<file path="config.mk">
export PLATFORM = sky130hd
export DESIGN_NAME = udcount4_seq_flat
export DESIGN_NICKNAME = d
export VERILOG_FILES = /design/src/rtl/udcount4_seq_if.sv /design/src/rtl/udcount4_seq.sv /design/src/flat_wrapper.sv
export SDC_FILE = /design/constraint.sdc
export NUM_CORES = 1
export LEC_CHECK = 0
export ABC_AREA = 1
export CORE_UTILIZATION = 45
export CTS_CLUSTER_SIZE = 20
export DETAILED_ROUTE_END_ITERATION = 16
export PLACE_DENSITY_LB_ADDON = 0.05
export SYNTH_ARGS = -nofsm -noshare
export SYNTH_HDL_FRONTEND = slang
export SYNTH_SLANG_ARGS = --single-unit
</file>
<file path="constraint.sdc">
create_clock -name clock -period 3.95 [get_ports clock]
set_input_delay 0.395 -clock clock [delete_from_list [all_inputs] [get_ports clock]]
set_output_delay 0.395 -clock clock [all_outputs]
set_load 0.02 [all_outputs]
</file>
<file path="src/rtl/udcount4_seq_if.sv">
// Button, setting and feedback bundle between the board side and udcount4_seq.
// master drives buttons/settings/feedback; slave is the sequencer.
interface udcount4_seq_if;
  logic       btn_run_n;
  logic       btn_step_n;
  logic       dir;
  logic [3:0] target;
  logic       stop_on_carry;
  logic [3:0] q;
  logic       carry;
  logic       ud;
  logic       enable;
  logic       busy;
  logic       done;
  logic [1:0] state;

  modport master (
    output btn_run_n, btn_step_n, dir, target, stop_on_carry, q, carry,
    input  ud, enable, busy, done, state
  );

  modport slave (
    input  btn_run_n, btn_step_n, dir, target, stop_on_carry, q, carry,
    output ud, enable, busy, done, state
  );
endinterface

</file>
<file path="src/rtl/udcount4_seq.sv">
// Sequencer for udcount4: two push buttons -> ud/enable (run, step, stop).
// Ports: clock, reset (async active-low), bus (udcount4_seq_if.slave).
module udcount4_seq #(
  parameter int DIV         = 4,
  parameter int SYNC_STAGES = 2
) (
  input logic           clock,
  input logic           reset,
  udcount4_seq_if.slave bus
);

  typedef enum logic [1:0] {
    IDLE = 2'b00,
    RUN  = 2'b01,
    STEP = 2'b10,
    DONE = 2'b11
  } state_t;

  localparam logic [7:0] LAST = 8'(DIV - 1);

  state_t                 state, state_n;
  logic [SYNC_STAGES-1:0] run_s, step_s;
  logic                   run_old, step_old;
  logic                   run_edge, step_edge;
  logic [7:0]             presc, presc_n;
  logic                   enable, enable_n;
  logic                   chk, chk_n;
  logic                   ud, soc;
  logic [3:0]             tgt;
  logic                   enter, hit;

  always_ff @(posedge clock or negedge reset) begin
    if (!reset) begin
      run_s    <= '1;
      step_s   <= '1;
      run_old  <= 1'b1;
      step_old <= 1'b1;
    end else begin
      run_s    <= {run_s[SYNC_STAGES-2:0], bus.btn_run_n};
      step_s   <= {step_s[SYNC_STAGES-2:0], bus.btn_step_n};
      run_old  <= run_s[SYNC_STAGES-1];
      step_old <= step_s[SYNC_STAGES-1];
    end
  end

  assign run_edge  = run_old & ~run_s[SYNC_STAGES-1];
  assign step_edge = step_old & ~step_s[SYNC_STAGES-1];

  // q/carry already reflect the last pulse when chk is high
  assign hit = (bus.q == tgt) | (soc & bus.carry);

  always_comb begin
    state_n  = state;
    enable_n = 1'b0;
    unique case (state)
      IDLE: begin
        if (run_edge) begin
          state_n = RUN;
        end else if (step_edge) begin
          state_n  = STEP;
          enable_n = 1'b1;
        end
      end
      RUN: begin
        // pause beats a same-cycle match
        if (run_edge) begin
          state_n = IDLE;
        end else if (chk && hit) begin
          state_n = DONE;
        end else if (presc == LAST) begin
          enable_n = 1'b1;
        end
      end
      STEP: begin
        if (chk) begin
          state_n = hit ? DONE : IDLE;
        end
      end
      DONE: begin
        if (run_edge) begin
          state_n = IDLE;
        end
      end
      default: state_n = IDLE;
    endcase
  end

  assign enter = (state == IDLE) && (state_n != IDLE);

  // a check only survives if we stay in the same busy state
  assign chk_n = enable && (state_n == state);

  always_comb begin
    presc_n = '0;
    if (state == RUN && state_n == RUN) begin
      presc_n = (presc == LAST) ? '0 : presc + 8'd1;
    end
  end

  always_ff @(posedge clock or negedge reset) begin
    if (!reset) begin
      state  <= IDLE;
      enable <= 1'b0;
      chk    <= 1'b0;
      presc  <= '0;
      ud     <= 1'b1;
      tgt    <= '0;
      soc    <= 1'b0;
    end else begin
      state  <= state_n;
      enable <= enable_n;
      chk    <= chk_n;
      presc  <= presc_n;
      if (enter) begin
        ud  <= bus.dir;
        tgt <= bus.target;
        soc <= bus.stop_on_carry;
      end
    end
  end

  assign bus.ud     = ud;
  assign bus.enable = enable;
  assign bus.busy   = (state == RUN) || (state == STEP);
  assign bus.done   = (state == DONE);
  assign bus.state  = state;

endmodule

</file>
<file path="src/flat_wrapper.sv">
// flat-port wrapper written by rule: the top's interface ports become plain ports
module udcount4_seq_flat 
#(
  parameter int DIV         = 4,
  parameter int SYNC_STAGES = 2
)
  (clock, reset, bus_btn_run_n, bus_btn_step_n, bus_dir, bus_target, bus_stop_on_carry, bus_q, bus_carry, bus_ud, bus_enable, bus_busy, bus_done, bus_state);
  udcount4_seq_if bus_i ();
  input logic clock;
  input logic reset;
  input wire logic [$bits(bus_i.btn_run_n)-1:0] bus_btn_run_n;
  input wire logic [$bits(bus_i.btn_step_n)-1:0] bus_btn_step_n;
  input wire logic [$bits(bus_i.dir)-1:0] bus_dir;
  input wire logic [$bits(bus_i.target)-1:0] bus_target;
  input wire logic [$bits(bus_i.stop_on_carry)-1:0] bus_stop_on_carry;
  input wire logic [$bits(bus_i.q)-1:0] bus_q;
  input wire logic [$bits(bus_i.carry)-1:0] bus_carry;
  output wire logic [$bits(bus_i.ud)-1:0] bus_ud;
  output wire logic [$bits(bus_i.enable)-1:0] bus_enable;
  output wire logic [$bits(bus_i.busy)-1:0] bus_busy;
  output wire logic [$bits(bus_i.done)-1:0] bus_done;
  output wire logic [$bits(bus_i.state)-1:0] bus_state;
  assign bus_i.btn_run_n = bus_btn_run_n;
  assign bus_i.btn_step_n = bus_btn_step_n;
  assign bus_i.dir = bus_dir;
  assign bus_i.target = bus_target;
  assign bus_i.stop_on_carry = bus_stop_on_carry;
  assign bus_i.q = bus_q;
  assign bus_i.carry = bus_carry;
  assign bus_ud = bus_i.ud;
  assign bus_enable = bus_i.enable;
  assign bus_busy = bus_i.busy;
  assign bus_done = bus_i.done;
  assign bus_state = bus_i.state;
  udcount4_seq #(.DIV(DIV), .SYNC_STAGES(SYNC_STAGES)) u_core (.clock(clock), .reset(reset), .bus(bus_i));
endmodule
</file>
* Word level (Yosys, flattened, before mapping)
Index checks and enable logic that the tools add are counted.
** Storage, ports and cells
- Register bits after elaboration :: 24
- Output and inout port bits :: 6
- Word-level logic and storage cells :: 48
** Operators by class
- Add/subtract/negate cells :: 1
- Eq/ne operators :: 7
- Multiplexer cells :: 16
- Bitwise operators :: 6
- Reduce and logical (&&, ||, !) cells :: 7
** Operators by type and width (number)
- $mux 8 :: 2
- $mux 2 :: 7
- $add 8x1->8 const B :: 1
- $eq 8x2->1 const B :: 1
- $pmux 2 s4 :: 1
- $mux 1 :: 5
- $eq 2x1->1 const B :: 2
- $eq 2x2->1 const B :: 2
- $eq 4x4->1 :: 1
- $logic_and 1x1->1 :: 4
- $and 1x1->1 :: 3
- $eq 2x2->1 :: 1
- $logic_not 2->1 :: 1
- $not 1->1 :: 2
- $pmux 1 s2 :: 1
- $reduce_bool 2->1 :: 1
- $logic_or 1x1->1 :: 1
- $or 1x1->1 :: 1

* Depth between registers and ports, before layout
Gate-level depths: netlist (run 1).
- Depth after elaboration :: 9
- Depth in mapped cells :: 13

* Least setup slack after synthesis (run 1)
OpenSTA, ideal clock, no wires.
- Path type :: reg2reg
- Start point :: register u_core.state[1] (netlist: u_core.bus.state[1])
- End point :: register u_core.soc
- Arrival time :: 1.683 ns
- Path slack :: 2.140 ns
- Stages on the path, launching flop included :: 9
- Clock period less this slack :: 1.810 ns
- Cells stage by stage :: dfrtp_1 > inv_1 > ha_1 > inv_1 > nor2_2 > o21ai_2 > nand2_1 > nand2_4 > mux2_1
** Between the ends
- Word-level cells in the longest chain between the ends :: 5
** Ends and longest elaborated chain
- from (decl) :: line udcount4_seq.sv:21 : state_t state, state_n;
- from (signal assigned) :: line udcount4_seq.sv:110 : state <= state_n;
- $mux 2, on equally long branches :: line udcount4_seq.sv:68, udcount4_seq.sv:59
- $mux 2, on equally long branches :: line udcount4_seq.sv:66, udcount4_seq.sv:57
- $pmux 2 s4 :: line udcount4_seq.sv:55 : unique case (state)
- $reduce_bool 2->1 :: line udcount4_seq.sv:88 : assign enter = (state == IDLE) && (state_n != IDLE);
- $logic_and 1x1->1 * :: line udcount4_seq.sv:88
- to (signal assigned) :: line udcount4_seq.sv:117 : soc <= bus.stop_on_carry;
- to (decl) :: line udcount4_seq.sv:28 : logic ud, soc;
Mark *: on every way between the ends. The rest lies on a longest branch, timed or not.
A chain may end at the register's enable or synchronous reset.

* Worst setup path after layout (run 1)
- Start point :: register u_core.state[1] (netlist: u_core.bus.state[1])
- End point :: output bus_busy
** Between the ends
- Word-level cells in the longest chain between the ends :: 2
** Ends and longest elaborated chain
- $eq 2x1->1 or $eq 2x2->1 (tied branches) :: line udcount4_seq.sv:124 : assign bus.busy = (state == RUN) || (state == STEP);
- $logic_or 1x1->1 * :: line udcount4_seq.sv:124
- to (decl) :: line flat_wrapper.sv:20 : output wire logic [$bits(bus_i.busy)-1:0] bus_busy;
Marks and branches as above.

==> results of run 1 <==
[routing by layer]
metal / global-route usage (%) / vias to the layer above
li1: - / 481
met1: 22.9 / 434
met2: 25.1 / 16
met3: 3.02 / 2
met4: 7.50 / 0
met5: 0 / -
[logic make-up (layout without fill, tap and decap cells)]
| group | count (synthesis) | after routing | synth area share (%) |
|---|---|---|---|
| simple gates | 68 | 68 | 31.6 |
| flops | 24 | 24 | 47.1 |
| buf+inv | 20 | 44 | 5.80 |
| compound gates | 12 | 12 | 5.60 |
| fa+ha+maj | 5 | 5 | 4.83 |
| xor+xnor | 5 | 5 | 3.38 |
| mux | 2 | 2 | 1.74 |
[cells in the mapped netlist (all sizes together) (3+ instances only)]
cell type  instances
nand3              9
nor2              11
nand2             35
o21ai              7
inv               20
dfrtp             17
nor3               7
dfstp              7
ha                 5
a21oi              3
xor2               4
[per-stage QoR]
step           instance area [µm²]  total power (W)  instances  utilization [%]
6_report                      1590          0.00101        191             58.0
5_1_grt                       1590          0.00109        191             58.0
4_1_cts                       1590          0.00103        191             58.0
3_5_place_dp                  1530         0.000846        187             56.1
3_3_place_gp                  1530         0.000836        187             56.1
2_1_floorplan                 1290         0.000702        136                -
[power by group]
part / switching (W) / internal (W) / total (W) / leakage, nW
Sequential: 0.0000391 / 0.000306 / 0.000345 / 0.298
Clock: 0.0000751 / 0.000103 / 0.000178 / 0.0279
Combinational: 0.000299 / 0.000191 / 0.000490 / 0.391
Total: 0.000413 / 0.000600 / 0.00101 / 0.717
[registers in the layout, summed over array words and instances (netlist names), 2 cells and up]
name / flops
u_core.run_s: 2
u_core.bus.state: 2
u_core.tgt: 4
u_core.presc: 8
u_core.step_s: 2
[cell type report]
cell class	count	area share (%)
timing repair buffer	20	12.6
multi-input combinational	92	38.5
inverter	20	4.73
clock inverter	1	1.89
clock buffer	3	1.42
tap	31	2.44
sequential	24	38.4
[final timing paths]
| kind | to | slack [ps] | cells after the start |
|---|---|---|---|
| setup / recovery | bus_busy | 1690 | 3 |
| hold / removal | u_core.step_s[1] | 360 | 0 |
| setup reg to reg | u_core.soc | 2040 | 8 |
| hold reg to reg | u_core.step_s[1] | 360 | 0 |
| max in group asynchronous | u_core.tgt[2] | 2670 | 1 |
| min in group asynchronous | u_core.chk | 640 | 1 |
==> metrics, run 1 <==
Avg Vias per Cell=4.88; largest net degree at the start of global routing=25; RSZ-0062 raised after global routing=false; delay-heaviest family, CP=buffers and inverters; worst hold path class=flop to flop; Mapped Avg Cell Area=9.52 µm²; Reg clk slew, reported paths=140 ps; Critical Path End Type=output pin; reg-to-reg startpoint=u_core.bus.state[0]; Clock Skews=3.75 ps; Multi-input gate area=611 µm²; Worst Tran Pin Value=1070 ps; Setup Buffers After CTS=0; number of flops mapped to enable cells by yosys=0; clock sinks=24; sequential cell area=609 µm²; CTS root buffer=clkbuf_4; number of gates resized after cts=0; Hold Slack=361 ps; Fmax achieved=0.443 GHz; Post-Syn Nets=156; IO Port Bufs=20; most frequent cells in the layout=29 x nand2_1, 20 x inv_1, 20 x clkdlybuf4s50_1; dominant cells by area after synthesis=dfrtp_1 33%, dfstp_2 14%, nand2_1 8.4%; pre-CTS WS=1990 ps; ys flop type=dfrtp_1; initial antenna violation count=0; PnR worst setup slack=1690 ps; Hold Fails Final Rpt=0; Max Fanout on Critical Path=6; final setup violation count=0; clock buffer count from CTS=3; 1st-iter DRT viols=13; Area Overhead vs Synth=22.5%; gr ovfl total=0; CP Launch Type=flop; outcome=finished clean; Ys Warns=0; fill count=247; most common cell after layout, fill and taps aside=nand2_1; vias in the first global route=947; Detail Placement HPWL=1790 µm; cells along the critical path=inv_1 > ha_1 > clkdlybuf4s50_1; Initial Util=47.4%; library cells used by synthesis=28; CTS H-tree depth=1; first-pass GRT wire length=3940 µm; row cnt=19; WL final=2310 µm; Post-Route M1 WL=1180 µm; post-synthesis cell area=1290 µm²; GP Congestion=0.891; Crit Path Category=flop to output pin; DR WL met3=68 µm; Crit path required time=3560 ps; CP Buf/Inv Count=2; Seq/Total Area, Yosys=47.1%; Slew Viols, Final=0; antenna cell count=0; Die Y=55.6 µm; share of layout cells above drive strength 1=21.3%; CTS tree=yes; leak pwr=0.717 nW; DR vias=933; Hold Path Origin=u_core.step_s[0]; clk_lat worst skew=310 ps; Rel. slew slack=28.8%; hold_buf cts=0; Tmin final=2260 ps; Max-cap violations=0; GRT Resource Usage Total=16.5%; met2 WL post-DR=1040 µm; DIE WIDTH=55.6 µm; pwr dens=638 nW/µm²; Worst Path Arrival=1860 ps; Synth area leader=dfrtp_1; CP Launch Point=u_core.bus.state[1]; Yosys reg bits=24; die footprint=3100 µm²; DRT Pass-1 Iters=4; Final Cycle Share=57.2%; Worst path max stage delay=590 ps; Max rail drop VDD=0.392 mV; Async SR Flop Fraction=100%; CORE AREA=2730 µm²; setup TNS=0 ps; I/O pin count=21; Synth Instances=136; slowest cell on the critical path=clkdlybuf4s50_1; DRC=0; DR top layer=met4; Synth top area share=32.9%; CTS max path bufs=2; Post-DRT Antenna Nets=0; WL per Instance=12.1 µm; nets@finish=181
No activity file was read; power rests on OpenSTA's default activity.
==> run 2: changes to the inputs <==
==> constraint.sdc (replaced) <==
create_clock -name clock -period 1.9 [get_ports clock]
set_input_delay 0.19 -clock clock [delete_from_list [all_inputs] [get_ports clock]]
set_output_delay 0.19 -clock clock [all_outputs]
set_load 0.02 [all_outputs]
==> run 2 against run 1 <==
Compared with the run above: first-iteration DRC count is 15% higher; via count up 1.9%; utilization is 1.1 points higher; largest power group unchanged.
==> metrics, run 2 (synthesis gave the netlist of run 1 again) <==
row cnt=19 (unchanged); Detail Placement HPWL=1810 µm (+0.83%); DRT Pass-1 Iters=4 (unchanged); CTS tree=yes; Setup Buffers After CTS=0 (unchanged); WP depth=10 (+7); largest registers=u_core.presc: 8 flops, u_core.tgt: 4 flops; Clock Skews=4.49 ps (+0.750 ps); Post-DRT Antenna Nets=0 (unchanged); CTS H-tree depth=1 (unchanged); share of layout cells above drive strength 1=23.8% (+2.5 points); Fmax achieved=0.564 GHz; most frequent cells in the layout=29 x nand2_1, 19 x inv_1, 18 x clkdlybuf4s50_1; Max-cap violations=0 (unchanged); WL final=2290 µm (-0.69%); outcome=finished clean; 1st-iter DRT viols=15 (+2); Hold Slack=206 ps (-155 ps); CTS root buffer=clkbuf_4; DR vias=951 (+1.9%); die footprint=3100 µm² (unchanged); slowest cell on the critical path=dfrtp_1; Hold Fails Final Rpt=0 (unchanged); largest net degree at the start of global routing=25 (unchanged); Reg clk slew, reported paths=130 ps (about the same); Area Overhead vs Synth=24.9%; cells along the critical path=buf_4 > ha_1 > o22ai_1 > or2_1 > nand3_1 > nand2_2 > nand2_8 > nand2_2 > nand2_1 > nor2_2; clock sinks=24 (unchanged); WL per Instance=11.7 µm (-2.7%); pwr dens=1320 nW/µm² (+110%); reg2reg path depth=10 (+2); clock buffer count from CTS=3 (unchanged); gr ovfl total=0 (unchanged); Worst path max stage delay=410 ps (-180 ps); Crit Path Category=flop to flop; DIE WIDTH=55.6 µm (unchanged); IO Port Bufs=20 (unchanged); DRC=0 (unchanged); met1 usage=23.1% (+0.20 points); Largest register FFs=8 (unchanged); antenna cell count=0 (unchanged); most common cell after layout, fill and taps aside=nand2_1; Worst Tran Pin Value=360 ps (-705 ps); initial antenna violation count=0 (unchanged); final setup violation count=0 (unchanged); clk_lat worst skew=320 ps (about the same); GR Layer Usage met2=26.3% (+1.2 points); Slew Viols, Final=0 (unchanged); Tmin final=1770 ps; CP most frequent cell=nand2_2; Initial Util=47.4% (unchanged); Avg Vias per Cell=4.88 (-0.16%); Pwr Total=0.00214 W (+110%); grt met3 use=5.12% (+2.1 points); Max Fanout on Critical Path=10 (+4); Final Cycle Share=93.2%; GRT Resource Usage Total=16.9% (+0.42 points); CORE AREA=2730 µm² (unchanged); vias in the first global route=885 (-6.5%); GP Congestion=0.829 (-6.9%); delay-heaviest family, CP=simple AND/OR/NAND/NOR gates; Top reg by flops=u_core.presc; CP Launch Type=flop; Max rail drop VDD=0.848 mV (+120%); I/O pin count=21 (unchanged); CTS max path bufs=2 (unchanged); nets@finish=185 (+2.2%); Die Y=55.6 µm (unchanged); first-pass GRT wire length=3970 µm (+0.71%); Worst Path Arrival=2030 ps (+170 ps); Critical Path End Type=flop; worst hold path class=input pin to asynchronous set/reset pin; Crit path required time=2160 ps (-1400 ps); setup TNS=0 ps (unchanged); Rel. slew slack=75.8% (+47 points); leak pwr=0.756 nW (+5.4%); Top Usage Layer GRT=met2; RSZ-0062 raised after global routing=false; CP Buf/Inv Count=1 (-1)
[run 2: changes by cell type in the layout (fill, tap and decap cells not counted), sizes merged]
cell           delta
dlymetal6s2s      +1
dlygate4sd2       +1
buf               +4
clkdlybuf4s50     -2
[run 2: routing by layer]
layer  routed length (µm)  share of wire (%)
met1                 1100                 48
met2                 1060                 46
met3                  110                4.8
met4                   26                1.1
met5                    0                  0
[run 2: stage by stage]
stage	cells	cell area [µm²]	utilization, %	setup WS (ps)
after floorplan	136	1290	-	90.0
after global placement	191	1560	57.2	111
after detailed placement	191	1560	57.2	86.7
after CTS	195	1620	59.1	54.6
after global routing	195	1620	59.2	14.0
final	195	1620	59.2	128
[run 2: path summary, 6_finish.rpt]
kind | from | to | slack [ps]
min | reset | u_core.tgt[2] | 210
min reg2reg | u_core.run_s[0] | u_core.run_s[1] | 370
max in group asynchronous | reset | u_core.step_old | 1410
max | u_core.bus.state[0] | u_core.chk | 130
max reg2reg | u_core.bus.state[0] | u_core.chk | 130
min in group clock | bus_btn_run_n | u_core.run_s[0] | 270
[run 2: layout make-up]
type | count | area, µm²
Fill cell | 237 | 1120
Multi-Input combinational cell | 92 | 611
Sequential cell | 24 | 609
Timing Repair Buffer | 24 | 231
Inverter | 20 | 75.1
Tap cell | 31 | 38.8
Clock inverter | 1 | 30.0
Clock buffer | 3 | 22.5
[run 2: worst reg2reg max path: stages (launching register included)]
cell and delay, ps:
dfrtp_1 410, buf_4 160, ha_1 260, o22ai_1 200, or2_1 130, nand3_1 90
nand2_2 130, nand2_8 110, nand2_2 80, nand2_1 60, nor2_2 80
[run 2: timing repair]
item / in CTS / in global routing
setup endpoints to repair: 1 / 4
hold endpoints to repair: 0 / 0
hold buffers: 0 / 0
gates resized for setup: 1 / 2
[run 2: report_power, final]
part	switching (W)	internal (W)	total [W]	leakage, nW
registers	0.0000606	0.000637	0.000697	0.298
clock network	0.000153	0.000213	0.000367	0.0279
logic	0.000656	0.000423	0.00108	0.430
==> variant, RTL diff (settings of run 2) <==
`SYNC_STAGES` is set to 2 in 2 places; all go to 4.
--- a/src/rtl/udcount4_seq.sv
+++ b/src/rtl/udcount4_seq.sv
@@ -2,7 +2,7 @@
 // Ports: clock, reset (async active-low), bus (udcount4_seq_if.slave).
 module udcount4_seq #(
   parameter int DIV         = 4,
-  parameter int SYNC_STAGES = 2
+  parameter int SYNC_STAGES = 4
 ) (
   input logic           clock,
   input logic           reset,
--- a/src/flat_wrapper.sv
+++ b/src/flat_wrapper.sv
@@ -2,7 +2,7 @@
 module udcount4_seq_flat 
 #(
   parameter int DIV         = 4,
-  parameter int SYNC_STAGES = 2
+  parameter int SYNC_STAGES = 4
 )
   (clock, reset, bus_btn_run_n, bus_btn_step_n, bus_dir, bus_target, bus_stop_on_carry, bus_q, bus_carry, bus_ud, bus_enable, bus_busy, bus_done, bus_state);
   udcount4_seq_if bus_i ();
Formal check against the unedited RTL: not equivalent (Yosys sat finds a counterexample within 4 cycles, from zero or initial values and one cycle with reset low).
==> variant against run 2 <==
Count of clock-buffer cells in the layout stayed put. Core utilization grew 1.4 points. Cell area rose by 6.7%. Synthesized area rose by 8.1%. Sequential cell count grew 4. Clock skew is essentially flat. First-iteration DRC count grew to 2.9 times the old value. Routed wire length grew 2.7%. Setup slack gained 42 ps. Via count increased by 3.6%. Total power decreased by 0.89%. Hold slack gained 21 ps. Combinational power down 9.8%. The run now ends with design-rule violations left.
==> variant: results (changes against run 2) <==
Parameter                              Value

Cells and area
  Portion of the layout cell area used by clock cells ... 0.0304 (-0.00205)
  Share of final-layout standard cells stronger than drive strength 1 ... 0.256 (+0.0181)
  Filler Cells Inserted ... 260 (+9.7%)
  Synth-to-layout area growth ... 23.3%
  Non-clock buffering overhead in the final layout ... 0.136 (-0.00685)

Synth
  Fraction of the mapped netlist area in compound gates ... 0.0518 (-0.00421)
  Warnings from Yosys ... 0 (unchanged)
  Post-synthesis mux area share ... 0.0161 (-0.00131)
  Synth top area cells ... dfrtp_1 30%, dfstp_2 21%, nand2_1 7.8%
  Adder-cell share of the synthesized area ... 0.0447 (-0.00363)
  Post-Syn Instances ... 140 (+2.9%)
  Area share of xor/xnor cells in the synthesized design ... 0.0313 (-0.00254)
  Post-synthesis sequential area ratio ... 0.510 (+0.0397)
  List of most frequent post-synthesis cells ... 29 x nand2_1, 20 x inv_1, 17 x dfrtp_1
  Post-Synthesis Net Count ... 160 (+2.6%)

Routing
  Post-route DRC ... 3 (+3)
  Sum of routed wire length over all layers ... 2350 µm (+2.7%)
  Met2 wire length ... 1210 µm (+14%)
  Per-cell via count in the routed design ... 4.95 (+1.5%)
  Routed len/inst ... 11.8 µm (+0.60%)
  Total length of routed met3 wires ... 79 µm (-28%)
  Detailed-router iteration count before antenna repair ... 10 (+6)
  Wl on met1 ... 1050 µm (-4.6%)
  DRC violation total after the first TritonRoute iteration ... 43 (+28)

Power
  Max IR drop VDD ... 0.642 mV (-24%)
  Leakage power figure ... 0.806 nW (+6.7%)

Min path
  Min-Delay Path Class ... in -> async

Setup path
  CP arrival ... 1990 ps (-40 ps)
  Register-to-Register Setup Slack ... 170 ps (+40 ps)

Placement
  Total placed cells including tap cells ... 195 (+2.1%)
  Gp weighted congestion ... 0.854 (+3.0%)
  Detailed-placement wirelength estimate ... 1810 µm (+0.19%)
  Instance area after placement ... 1670 µm² (+6.7%)
  Setup slack after placement ... 84.9 ps (-1.78 ps)

Global route
  First-pass GRT wire length ... 4300 µm (+8.3%)
  Maximum number of pins on one net before global-route repair ... 29 (+16%)
  Via count of the first global-routing pass ... 998 (+13%)

Timing
  Relative slew slack ... 0.739 (-0.0184)
  Post-route clock skew ... 4.01 ps (-0.486 ps)
  Worst-case hold slack ... 226 ps (+20.8 ps)
  F_max ... 0.578 GHz (+2.4%)

Outcome
  Result of the run ... complete, but fails checks
  Violations in the final reports ... design-rule violations

Floorplanning
  Die footprint ... 3340 µm² (+7.8%)

CTS
  Sink count of the clock tree ... 28 (+17%)
  Post_cts resized ... 0 (-1)
-- variant: cell count changes after synthesis, sizes merged --
cell | run 2 | this run
dfstp | 7 | 11
-- variant: power breakdown --
| group | switching [mW] | internal, mW |
|---|---|---|
| Sequential | 0.0513 | 0.721 |
| Combinational | 0.588 | 0.386 |
| Clock | 0.164 | 0.213 |
| Total | 0.803 | 1.32 |
-- variant: critical path: stages (launching register included) --
cell and delay, ps:
dfrtp_1 400, buf_4 150, ha_1 250, o22ai_1 210, or2_1 130, nand3_1 90, nand2_2 140, nand2_8 110
nand2_2 70, nand2_1 60, nor2_2 70
-- variant: per-layer routing --
metal,track usage,up-vias
met4,0.0510,0
met1,0.219,466
met2,0.294,16
met3,0.0268,2
li1,-,501
met5,0,-
-- variant: final timing paths --
check / endpoint / cells past startpoint
setup / recovery: u_core.chk / 10
hold / removal: u_core.tgt[0] / 2
setup reg to reg: u_core.chk / 10
hold reg to reg: u_core.step_s[2] / 0
max in group asynchronous: u_core.run_old / 2
min in group clock: u_core.step_s[0] / 1
